**src/rtl/proj_pkg.sv**
```systemverilog
// Shared types and sizing for the FM shingle pipeline.
package proj_pkg;

  localparam int FM_BUFFER_SIZE               = 16;
  localparam int FM_EXTENDER_BYTES_READ_COUNT = 4;
  localparam int SHINGLE_W                    = FM_EXTENDER_BYTES_READ_COUNT * 8;
  localparam int DROP_CNT_W                   = 16;

  typedef enum logic [1:0] {
    EXT_IDLE,
    EXT_FILL,
    EXT_STREAM
  } ext_state_e;

endpackage

```
**src/rtl/proj_fm_byte_buffer.sv**
```systemverilog
// Circular FM byte buffer: one write port, RD_PORTS combinational read ports
// where port j (1-based) reads the entry j positions behind the write index.
module proj_fm_byte_buffer #(
  parameter int SIZE     = 16,
  parameter int RD_PORTS = 3,
  parameter int BYTE_W   = 8,
  parameter int IW       = SIZE
) (
  input  logic                       clk,
  input  logic                       wr_en,
  input  logic [IW-1:0]              wr_index,
  input  logic [BYTE_W-1:0]          wr_data,
  output logic [RD_PORTS*BYTE_W-1:0] rd_data
);

  localparam int AW = (SIZE > 1) ? $clog2(SIZE) : 1;

  logic [BYTE_W-1:0] mem [SIZE];

  // (idx - j) mod SIZE, computed one bit wider so the subtraction never underflows
  function automatic logic [AW-1:0] rd_addr(input logic [IW-1:0] idx, input int j);
    logic [IW:0] a;
    a = {1'b0, idx} + (IW+1)'(SIZE - j);
    if (a >= (IW+1)'(SIZE)) a = a - (IW+1)'(SIZE);
    return AW'(a);
  endfunction

  always_ff @(posedge clk) begin
    if (wr_en) mem[AW'(wr_index)] <= wr_data;
  end

  always_comb begin
    rd_data = '0;
    for (int j = 1; j <= RD_PORTS; j++) begin
      rd_data[(j-1)*BYTE_W +: BYTE_W] = mem[rd_addr(wr_index, j)];
    end
  end

endmodule

```
**src/rtl/proj_fm_shingle_extender.sv**
```systemverilog
// Builds K-byte shingles from the FM byte stream and hands them to MinHash.
// Optional drop counter is built when PROJ_EXT_DROP_CNT_EN is defined.
//
// state      | meaning
// EXT_IDLE   | no contiguous bytes held
// EXT_FILL   | 1..K-1 contiguous bytes held, no shingle yet
// EXT_STREAM | K contiguous bytes held, every valid byte emits a shingle
module proj_fm_shingle_extender #(
  parameter int FM_BUFFER_SIZE       = proj_pkg::FM_BUFFER_SIZE,
  parameter int READ_ADDRESSES_COUNT = proj_pkg::FM_EXTENDER_BYTES_READ_COUNT,
  parameter int BYTE_W               = 8
) (
  input  logic                                   in_clk,
  input  logic                                   in_rst_n,
  input  logic [FM_BUFFER_SIZE-1:0]              in_wr_index,
  input  logic [BYTE_W-1:0]                      in_byte,
  input  logic                                   in_byte_valid,
  input  logic                                   in_flush,
  input  logic                                   in_clr_ovf,
  output logic [READ_ADDRESSES_COUNT*BYTE_W-1:0] out_shingle,
  output logic                                   out_valid,
  input  logic                                   out_ready,
  output logic                                   out_overflow,
  output logic [proj_pkg::DROP_CNT_W-1:0]        out_drop_cnt
);

  import proj_pkg::*;

  localparam int K  = READ_ADDRESSES_COUNT;
  localparam int FW = $clog2(K + 1);

  ext_state_e                  state_q;
  logic [FW-1:0]               fill_q;
  logic [FW-1:0]               fill_inc;
  logic [(K-1)*BYTE_W-1:0]     rd_data;
  logic [K*BYTE_W-1:0]         shingle_next;
  logic                        wr_en;
  logic                        emit;
  logic                        drop;

  assign wr_en    = in_byte_valid & ~in_flush;
  assign fill_inc = fill_q + FW'(1);
  assign emit     = wr_en && ((state_q == EXT_FILL && fill_inc == FW'(K)) ||
                              state_q == EXT_STREAM);
  assign drop     = emit & out_valid & ~out_ready;

  // newest byte bypasses the buffer; older bytes come from read ports j=K-1..1
  assign shingle_next = {rd_data, in_byte};

  proj_fm_byte_buffer #(
    .SIZE     (FM_BUFFER_SIZE),
    .RD_PORTS (K - 1),
    .BYTE_W   (BYTE_W),
    .IW       (FM_BUFFER_SIZE)
  ) u_buf (
    .clk      (in_clk),
    .wr_en    (wr_en),
    .wr_index (in_wr_index),
    .wr_data  (in_byte),
    .rd_data  (rd_data)
  );

  always_ff @(posedge in_clk or negedge in_rst_n) begin
    if (!in_rst_n) begin
      state_q      <= EXT_IDLE;
      fill_q       <= '0;
      out_shingle  <= '0;
      out_valid    <= 1'b0;
      out_overflow <= 1'b0;
    end else begin
      if (!wr_en) begin
        state_q <= EXT_IDLE;
        fill_q  <= '0;
      end else begin
        case (state_q)
          EXT_IDLE: begin
            state_q <= EXT_FILL;
            fill_q  <= FW'(1);
          end
          EXT_FILL: begin
            fill_q <= fill_inc;
            if (fill_inc == FW'(K)) state_q <= EXT_STREAM;
          end
          EXT_STREAM: fill_q <= FW'(K);
          default: begin
            state_q <= EXT_IDLE;
            fill_q  <= '0;
          end
        endcase
      end

      if (emit) begin
        out_shingle <= shingle_next;
        out_valid   <= 1'b1;
      end else if (out_valid && out_ready) begin
        out_valid <= 1'b0;
      end

      if (drop)            out_overflow <= 1'b1;
      else if (in_clr_ovf) out_overflow <= 1'b0;
    end
  end

`ifdef PROJ_EXT_DROP_CNT_EN
  logic [DROP_CNT_W-1:0] drop_cnt_q;

  always_ff @(posedge in_clk or negedge in_rst_n) begin
    if (!in_rst_n) begin
      drop_cnt_q <= '0;
    end else if (in_clr_ovf) begin
      drop_cnt_q <= drop ? DROP_CNT_W'(1) : '0;
    end else if (drop && drop_cnt_q != '1) begin
      drop_cnt_q <= drop_cnt_q + DROP_CNT_W'(1);
    end
  end

  assign out_drop_cnt = drop_cnt_q;
`else
  assign out_drop_cnt = '0;
`endif

endmodule

```
**config.mk**
```make
export PLATFORM = sky130hd
export DESIGN_NAME = proj_fm_shingle_extender
export DESIGN_NICKNAME = d
export VERILOG_FILES = /design/src/rtl/proj_pkg.sv /design/src/rtl/proj_fm_byte_buffer.sv /design/src/rtl/proj_fm_shingle_extender.sv
export SDC_FILE = /design/constraint.sdc
export NUM_CORES = 1
export LEC_CHECK = 0
export ABC_AREA = 1
export CAP_MARGIN = 20
export CELL_PAD_IN_SITES_DETAIL_PLACEMENT = 2
export CELL_PAD_IN_SITES_GLOBAL_PLACEMENT = 2
export CORE_MARGIN = 2
export CORE_UTILIZATION = 32
export CTS_BUF_LIST = sky130_fd_sc_hd__clkbuf_4 sky130_fd_sc_hd__clkbuf_8 sky130_fd_sc_hd__clkbuf_16
export DETAILED_ROUTE_END_ITERATION = 7
export GPL_TIMING_DRIVEN = 0
export PLACE_DENSITY_LB_ADDON = 0.1
export SYNTH_ARGS = -nofsm -noshare
export SYNTH_HDL_FRONTEND = slang
export SYNTH_SLANG_ARGS = --single-unit
```
**constraint.sdc**
```tcl
create_clock -name in_clk -period 1.6 [get_ports in_clk]
set_clock_uncertainty 0.15 [all_clocks]
set_input_delay 0.24 -clock in_clk [delete_from_list [all_inputs] [get_ports in_clk]]
set_output_delay 0.24 -clock in_clk [all_outputs]
set_load 0.01 [all_outputs]
```
Yosys cells after proc, flatten, opt, wreduce, memory -nomap -nowiden --
Memories as Yosys holds them, arrays and structs flattened. A register that Yosys moved wholly into a read port is not among the register bits. Cells that the tools add are included. W data, S select, Z words.
Word-level totals: input bits 30, output and inout bits 50, memories kept 1, register bits after elaboration 39, memory bits (writable) 128
Operators by class: multiplexer cells 14, bitwise gates (word level) 5, order comparisons 3, reduce and logical (&&, ||, !) cells 11, add/sub/neg operators 7, equal/unequal tests 5
Memories:
- u_buf.mem | depth 16, width 8, read ports 3, clocked after Yosys merged registers in 3, write ports 1, line proj_fm_byte_buffer.sv:18 | logic [BYTE_W-1:0] mem [SIZE];
Operators with widths (count):
- $add A16 B4 Y17 const B | 3
- $ge A17 B5 Y1 const B | 3
- $mux W4 | 3
- $sub A4 B1 Y4 const B | 3
- $pmux W3 S3 | 1
- $mux W1 | 6
- $pmux W2 S3 | 1
- $mux W2 | 2
- $reduce_bool A2 Y1 | 2
- $add A3 B1 Y3 const B | 1
- $and A1 B1 Y1 | 3
- $eq A3 B3 Y1 const B | 1
- $logic_and A1 B1 Y1 | 3
- $logic_not A1 Y1 | 3
- $mux W3 | 1
- $ne A3 B2 Y1 const B | 1
- $eq A2 B1 Y1 const B | 1
- $eq A2 B2 Y1 const B | 1
- $logic_not A2 Y1 | 1
- $ne A2 B2 Y1 const B | 1
- $not A1 Y1 | 2
- $reduce_and A2 Y1 | 1
- $logic_or A1 B1 Y1 | 1

Longest topological paths before layout --
depth after elaboration 8, mapped depth 13, depth with buffers taken out 10

Hierarchy --
A second synthesis with hierarchy kept.
Second synthesis, totals: cells, all modules 1193, area total of the unflattened synthesis 9387.8 sq um
Modules (own cells, without submodules):
- proj_fm_byte_buffer | area an instance 7657.3 sq um, sequential area each 3843.7 sq um, instances 1, cells each 1004
- proj_fm_shingle_extender | area an instance 1730.4 sq um, sequential area each 975.9 sq um, instances 1, cells each 189

Worst setup path before layout --
No wires, ideal clock.
path type input port to flip-flop, start point in in_wr_index[1], end point reg out_shingle[15], read port of u_buf.mem, path buffers 4, data required time 1.333 ns, stages 11, arrival 1.774 ns, path slack -0.442 ns, cell sequence buf_2 inv_1 buf_2 ha_1 buf_2 buf_1 nand3_1 nand3_1 nand3_1 nand3_1 nand2_1
Between the ends: word-level cells in the longest chain between the ends 3, elaborated cells on any way between the ends 4, classes of those cells 2 x add/sub; 1 x order compare; 1 x mux
RTL lines:
- start, declared | line proj_fm_shingle_extender.sv:15 | input logic [FM_BUFFER_SIZE-1:0] in_wr_index,
- $add A16 B4 Y17 * | line proj_fm_byte_buffer.sv:23 | a = {1'b0, idx} + (IW+1)'(SIZE - j);
- $ge A17 B5 Y1 or $sub A4 B1 Y4 (tied branches) | line proj_fm_byte_buffer.sv:24 | if (a >= (IW+1)'(SIZE)) a = a - (IW+1)'(SIZE);
- $mux W4 * | line proj_fm_byte_buffer.sv:24
- end, declared | line proj_fm_shingle_extender.sv:20 | output logic [READ_ADDRESSES_COUNT*BYTE_W-1:0] out_shingle,
Every way passes the cells marked *; elsewhere a longest branch is shown, timed or not. A chain may end at the register's enable or synchronous reset.

Worst setup path in the final report --
start point reg fill_q[0], end point reg out_shingle[25], read port of u_buf.mem
Between the ends: word-level cells in the longest chain between the ends 5
RTL lines:
- start, declared | line proj_fm_shingle_extender.sv:33 | logic [FW-1:0] fill_q;
- start signal, assigned | line proj_fm_shingle_extender.sv:81 | fill_q <= fill_inc;
- start signal, assigned | line proj_fm_shingle_extender.sv:84 | EXT_STREAM: fill_q <= FW'(K);
- $add A3 B1 Y3 | line proj_fm_shingle_extender.sv:42 | assign fill_inc = fill_q + FW'(1);
- $eq A3 B3 Y1 | line proj_fm_shingle_extender.sv:43 | assign emit = wr_en && ((state_q == EXT_FILL && fill_inc == FW'(K)) ||
- $logic_and A1 B1 Y1 | line proj_fm_shingle_extender.sv:43
- $logic_or A1 B1 Y1 | line proj_fm_shingle_extender.sv:43
- $logic_and A1 B1 Y1 | line proj_fm_shingle_extender.sv:43
No other way between the ends.

==> impl_metrics.py <==
metrics = {
    "setup_path": {
        "timing.setup.critical_path_class": "flop to flop",
        "timing.critical_path.slowest_cell_delay_ns": 0.45,
        "timing.critical_path.fanout_max": 7,
        "slowest_stage": "dfrtp_1",
        "cp.required_ns": 1.78,
        "startpoint_type_of_the_worst_setup_path": "flop",
        "worstPathArrival_ns": 2.00,
        "timing.critical_path.mode_cell": "nand2_1",
        "timing.critical_path.to_type": "flop",
        "cp_cell_sequence": "ha_4, xnor2_4, nor2_4, nand2_2, nand2_8, inv_12, clkbuf_16, nand2_1, nand2_1",
    },
    "clock_network": {
        "cts_htree_levels": 4,
        "cts_inserted_buffers": 17,
        "ctsRootBufferMaster": "clkbuf_16",
        "tritoncts_num_sinks": 167,
        "cts.path.max_buffers": 2,
        "clk_pin_slew_worst_paths_ns": 0.08,
        "clock_latency_ns": 0.45,
        "cts_tree": "built",
    },
    "layout": {
        "final-instance-count-excl-fill": 1560,
        "design.final.nets": 1208,
        "share_of_layout_cells_above_drive_strength_1_pct": 26.0,
        "area.growth.synth_to_final_pct": 37.3,
        "final_util_pct": 44.3,
    },
    "floorplan": {
        "placementRows": 61,
        "core-area_um2": 27600,
        "initial_utilization_pct": 32.3,
        "dieHeight_um": 171,
        "io_pins": 80,
        "chipWidth_um": 171,
        "die_area_um2": 29200,
    },
    "power": {
        "finalPower_mw": 11.3,
        "vdd.ir_drop.worst_v": 0.000472,
        "power_density_nw_per_um2": 924,
        "total_leakage_power_nw": 5.24,
    },
    "timing": {
        "finalCriticalPeriod_ns": 1.82,
        "achievable-frequency_mhz": 550,
        "totalNegativeSetupSlack_ns": -7.22,
        "max_slew.worst_pin.slew_ns": 1.16,
        "timing.final.hold_violations": 0,
        "setup_viol": 81,
        "max_slew_margin_pct": 22.6,
        "layout_setup_ws_ns": -0.217,
        "rsz0062_at_grt": "true",
        "final_min_period_over_clock_period_pct": 114,
        "slew_violations": 0,
    },
    "job": {
        "maxCapViolations": 0,
    },
    "synth": {
        "synth_area_um2": 8920,
        "synth_edf_count": 128,
        "synth_most_common_cell": "nand2_1",
        "yosys_register_bits": 167,
        "post_synth_inst_count": 1039,
        "synth_cell_types": 27,
        "library_cell_occupying_the_most_area_in_the_post_synthesis_netlist": "edfxtp_1",
        "synthTopCellsByArea": "edfxtp_1 (43%), nand3_1 (19%), nand2_1 (17%)",
        "yosys_most_used_dff": "edfxtp_1",
        "post_synth.cell_area_avg_um2": 8.59,
        "async_flop_share_pct": 23.4,
        "synth_seq_area_share_pct": 54.0,
        "yosys_warnings": 0,
        "synthDominantCellAreaShare_pct": 43.1,
        "most_used_standard_cells_in_the_synthesized_netlist": "nand2_1 (394), nand3_1 (336), edfxtp_1 (128)",
    },
    "drt": {
        "vias": 8768,
        "vias_per_cell": 5.62,
        "detail_route.first_pass.iterations": 5,
        "detail_route.iter0.violations": 746,
        "route.detailed.wl_per_inst_um": 28.7,
        "routed_wirelength_mm": 44.8,
        "final_antenna_net_count": 0,
        "detail_route.drc_violations": 0,
    },
    "global_route": {
        "pin_count_of_the_biggest_net_entering_global_routing": 36,
        "gr-total-overflow": 0,
        "track_usage_pct": 31.1,
        "grt_first_pass_wirelength_mm": 63.6,
        "number_of_global_route_vias_before_repair": 9190,
        "grt_antenna_before_repair": 0,
    },
    "hold_path": {
        "holdCritPathClass": "input pin to async pin",
    },
    "placed_design": {
        "dp_cells": 1483,
        "place.gp.congestion": 0.890,
        "port_buffers": 50,
        "post-dp-hpwl_mm": 30.2,
    },
    "run_status": {
        "run_status": "finished with violations",
        "failed_checks": "setup timing",
    },
}
## what timing repair did
item | 4_1_cts | 5_1_grt
setup buffers | 33 | 8
hold buffers | 1 | 0
gates resized for setup | 167 | 42
cloned | 2 | 1
pin swaps | 24 | 15
endpoints found under the setup margin | 197 | 163
hold endpoints to repair | 39 | 0
## worst max-delay path, delay by kind of cell (launching register included)
kind	cells	cell delay [ns]
fa+ha+maj	1	0.21
xor+xnor	1	0.14
flops	1	0.45
simple gates	5	0.49
buf+inv	2	0.23
## logic make-up after synthesis
kind of cell / after synthesis / share of synthesized area, %
buffers and inverters: 95 / 6.24
and+or+nand+nor: 756 / 36.9
AOI/OAI and AO/OA: 3 / 0.309
DFF: 167 / 54.0
xor gates and xnor gates: 7 / 1.11
other: 1 / 0.0420
adders and majority gates: 10 / 1.40
## where the power goes
group / leakage [nW] / switching, mW / internal, mW
Combinational: 3.26 / 1.55 / 0.751
Sequential: 1.70 / 0.0269 / 4.72
Clock: 0.285 / 2.04 / 2.24
Total: 5.24 / 3.62 / 7.71
## worst paths after layout
kind | startpoint | to | slack [ns] | cells after the start
hold reg to reg | out_shingle[26] | out_shingle[26] | 0.32 | 2
min in group in_clk | in_clr_ovf | out_overflow | 0.24 | 2
max in group asynchronous | in_rst_n | out_shingle[7] | 0.86 | 3
setup reg to reg | fill_q[0] | out_shingle[25] | -0.22 | 9
hold / removal | in_rst_n | out_shingle[26] | 0.002 | 2
setup / recovery | fill_q[0] | out_shingle[25] | -0.22 | 9
## registers in the layout (all words and copies together), names as in the netlist
register,cells
u_buf.mem,128
fill_q,3
state_q,2
out_overflow,1
out_valid,1
out_shingle,32
## per-layer routing
layer / global-route usage [%] / wire (um) / up-vias
met5: 0 / 0 / -
met1: 41.3 / 19300 / 4554
met4: 12.6 / 1640 / 0
met2: 51.3 / 21400 / 353
li1: - / - / 3786
met3: 3.86 / 2410 / 75
## final cells by class
type                       instances  area [um^2]
fill                            3044        15400
sequential                       167         4820
multi-input combinational        792         4430
timing repair buffer              95         1040
buffer                            78          787
clock buffer                      20          483
tap                              378          473
inverter                          17          113
clock inverter                    12          104
antenna                            1         2.50
## cell usage in the layout, fill, tap and decap left out, types with 2 or more instances in the layout
| cell type | count |
|---|---|
| inv_12 | 2 |
| nand3_2 | 82 |
| nand2_2 | 15 |
| buf_12 | 24 |
| clkbuf_8 | 2 |
| nand2_1 | 374 |
| inv_8 | 2 |
| buf_2 | 14 |
| clkbuf_1 | 2 |
| nand3_4 | 6 |
| clkinvlp_4 | 3 |
| buf_8 | 8 |
| nand2_4 | 6 |
| dfrtp_1 | 39 |
| conb_1 | 16 |
| inv_2 | 5 |
| inv_1 | 6 |
| xnor2_4 | 4 |
| nor2_1 | 2 |
| ha_4 | 4 |
| clkinv_4 | 2 |
| buf_4 | 58 |
| buf_6 | 11 |
| inv_6 | 6 |
| nand3_1 | 250 |
| xor2_4 | 2 |
| clkdlybuf4s50_1 | 12 |
| ha_1 | 5 |
| edfxtp_1 | 128 |
| nor2_4 | 18 |
| clkbuf_2 | 2 |
| clkbuf_16 | 21 |
| dlygate4sd2_1 | 34 |
## stage by stage
step	cell area [um^2]	hold WS, ns	worst slack (ns)
final	12300	0.00172	-0.217
after detailed placement	10400	-0.0804	-1.63
after floorplan	9450	-0.206	-0.0783
after global placement	10400	0.307	-1.61
after global routing	12300	0.0175	-0.289
after CTS	12000	0.00621	-0.175
(Power assumes the default switching activity.)
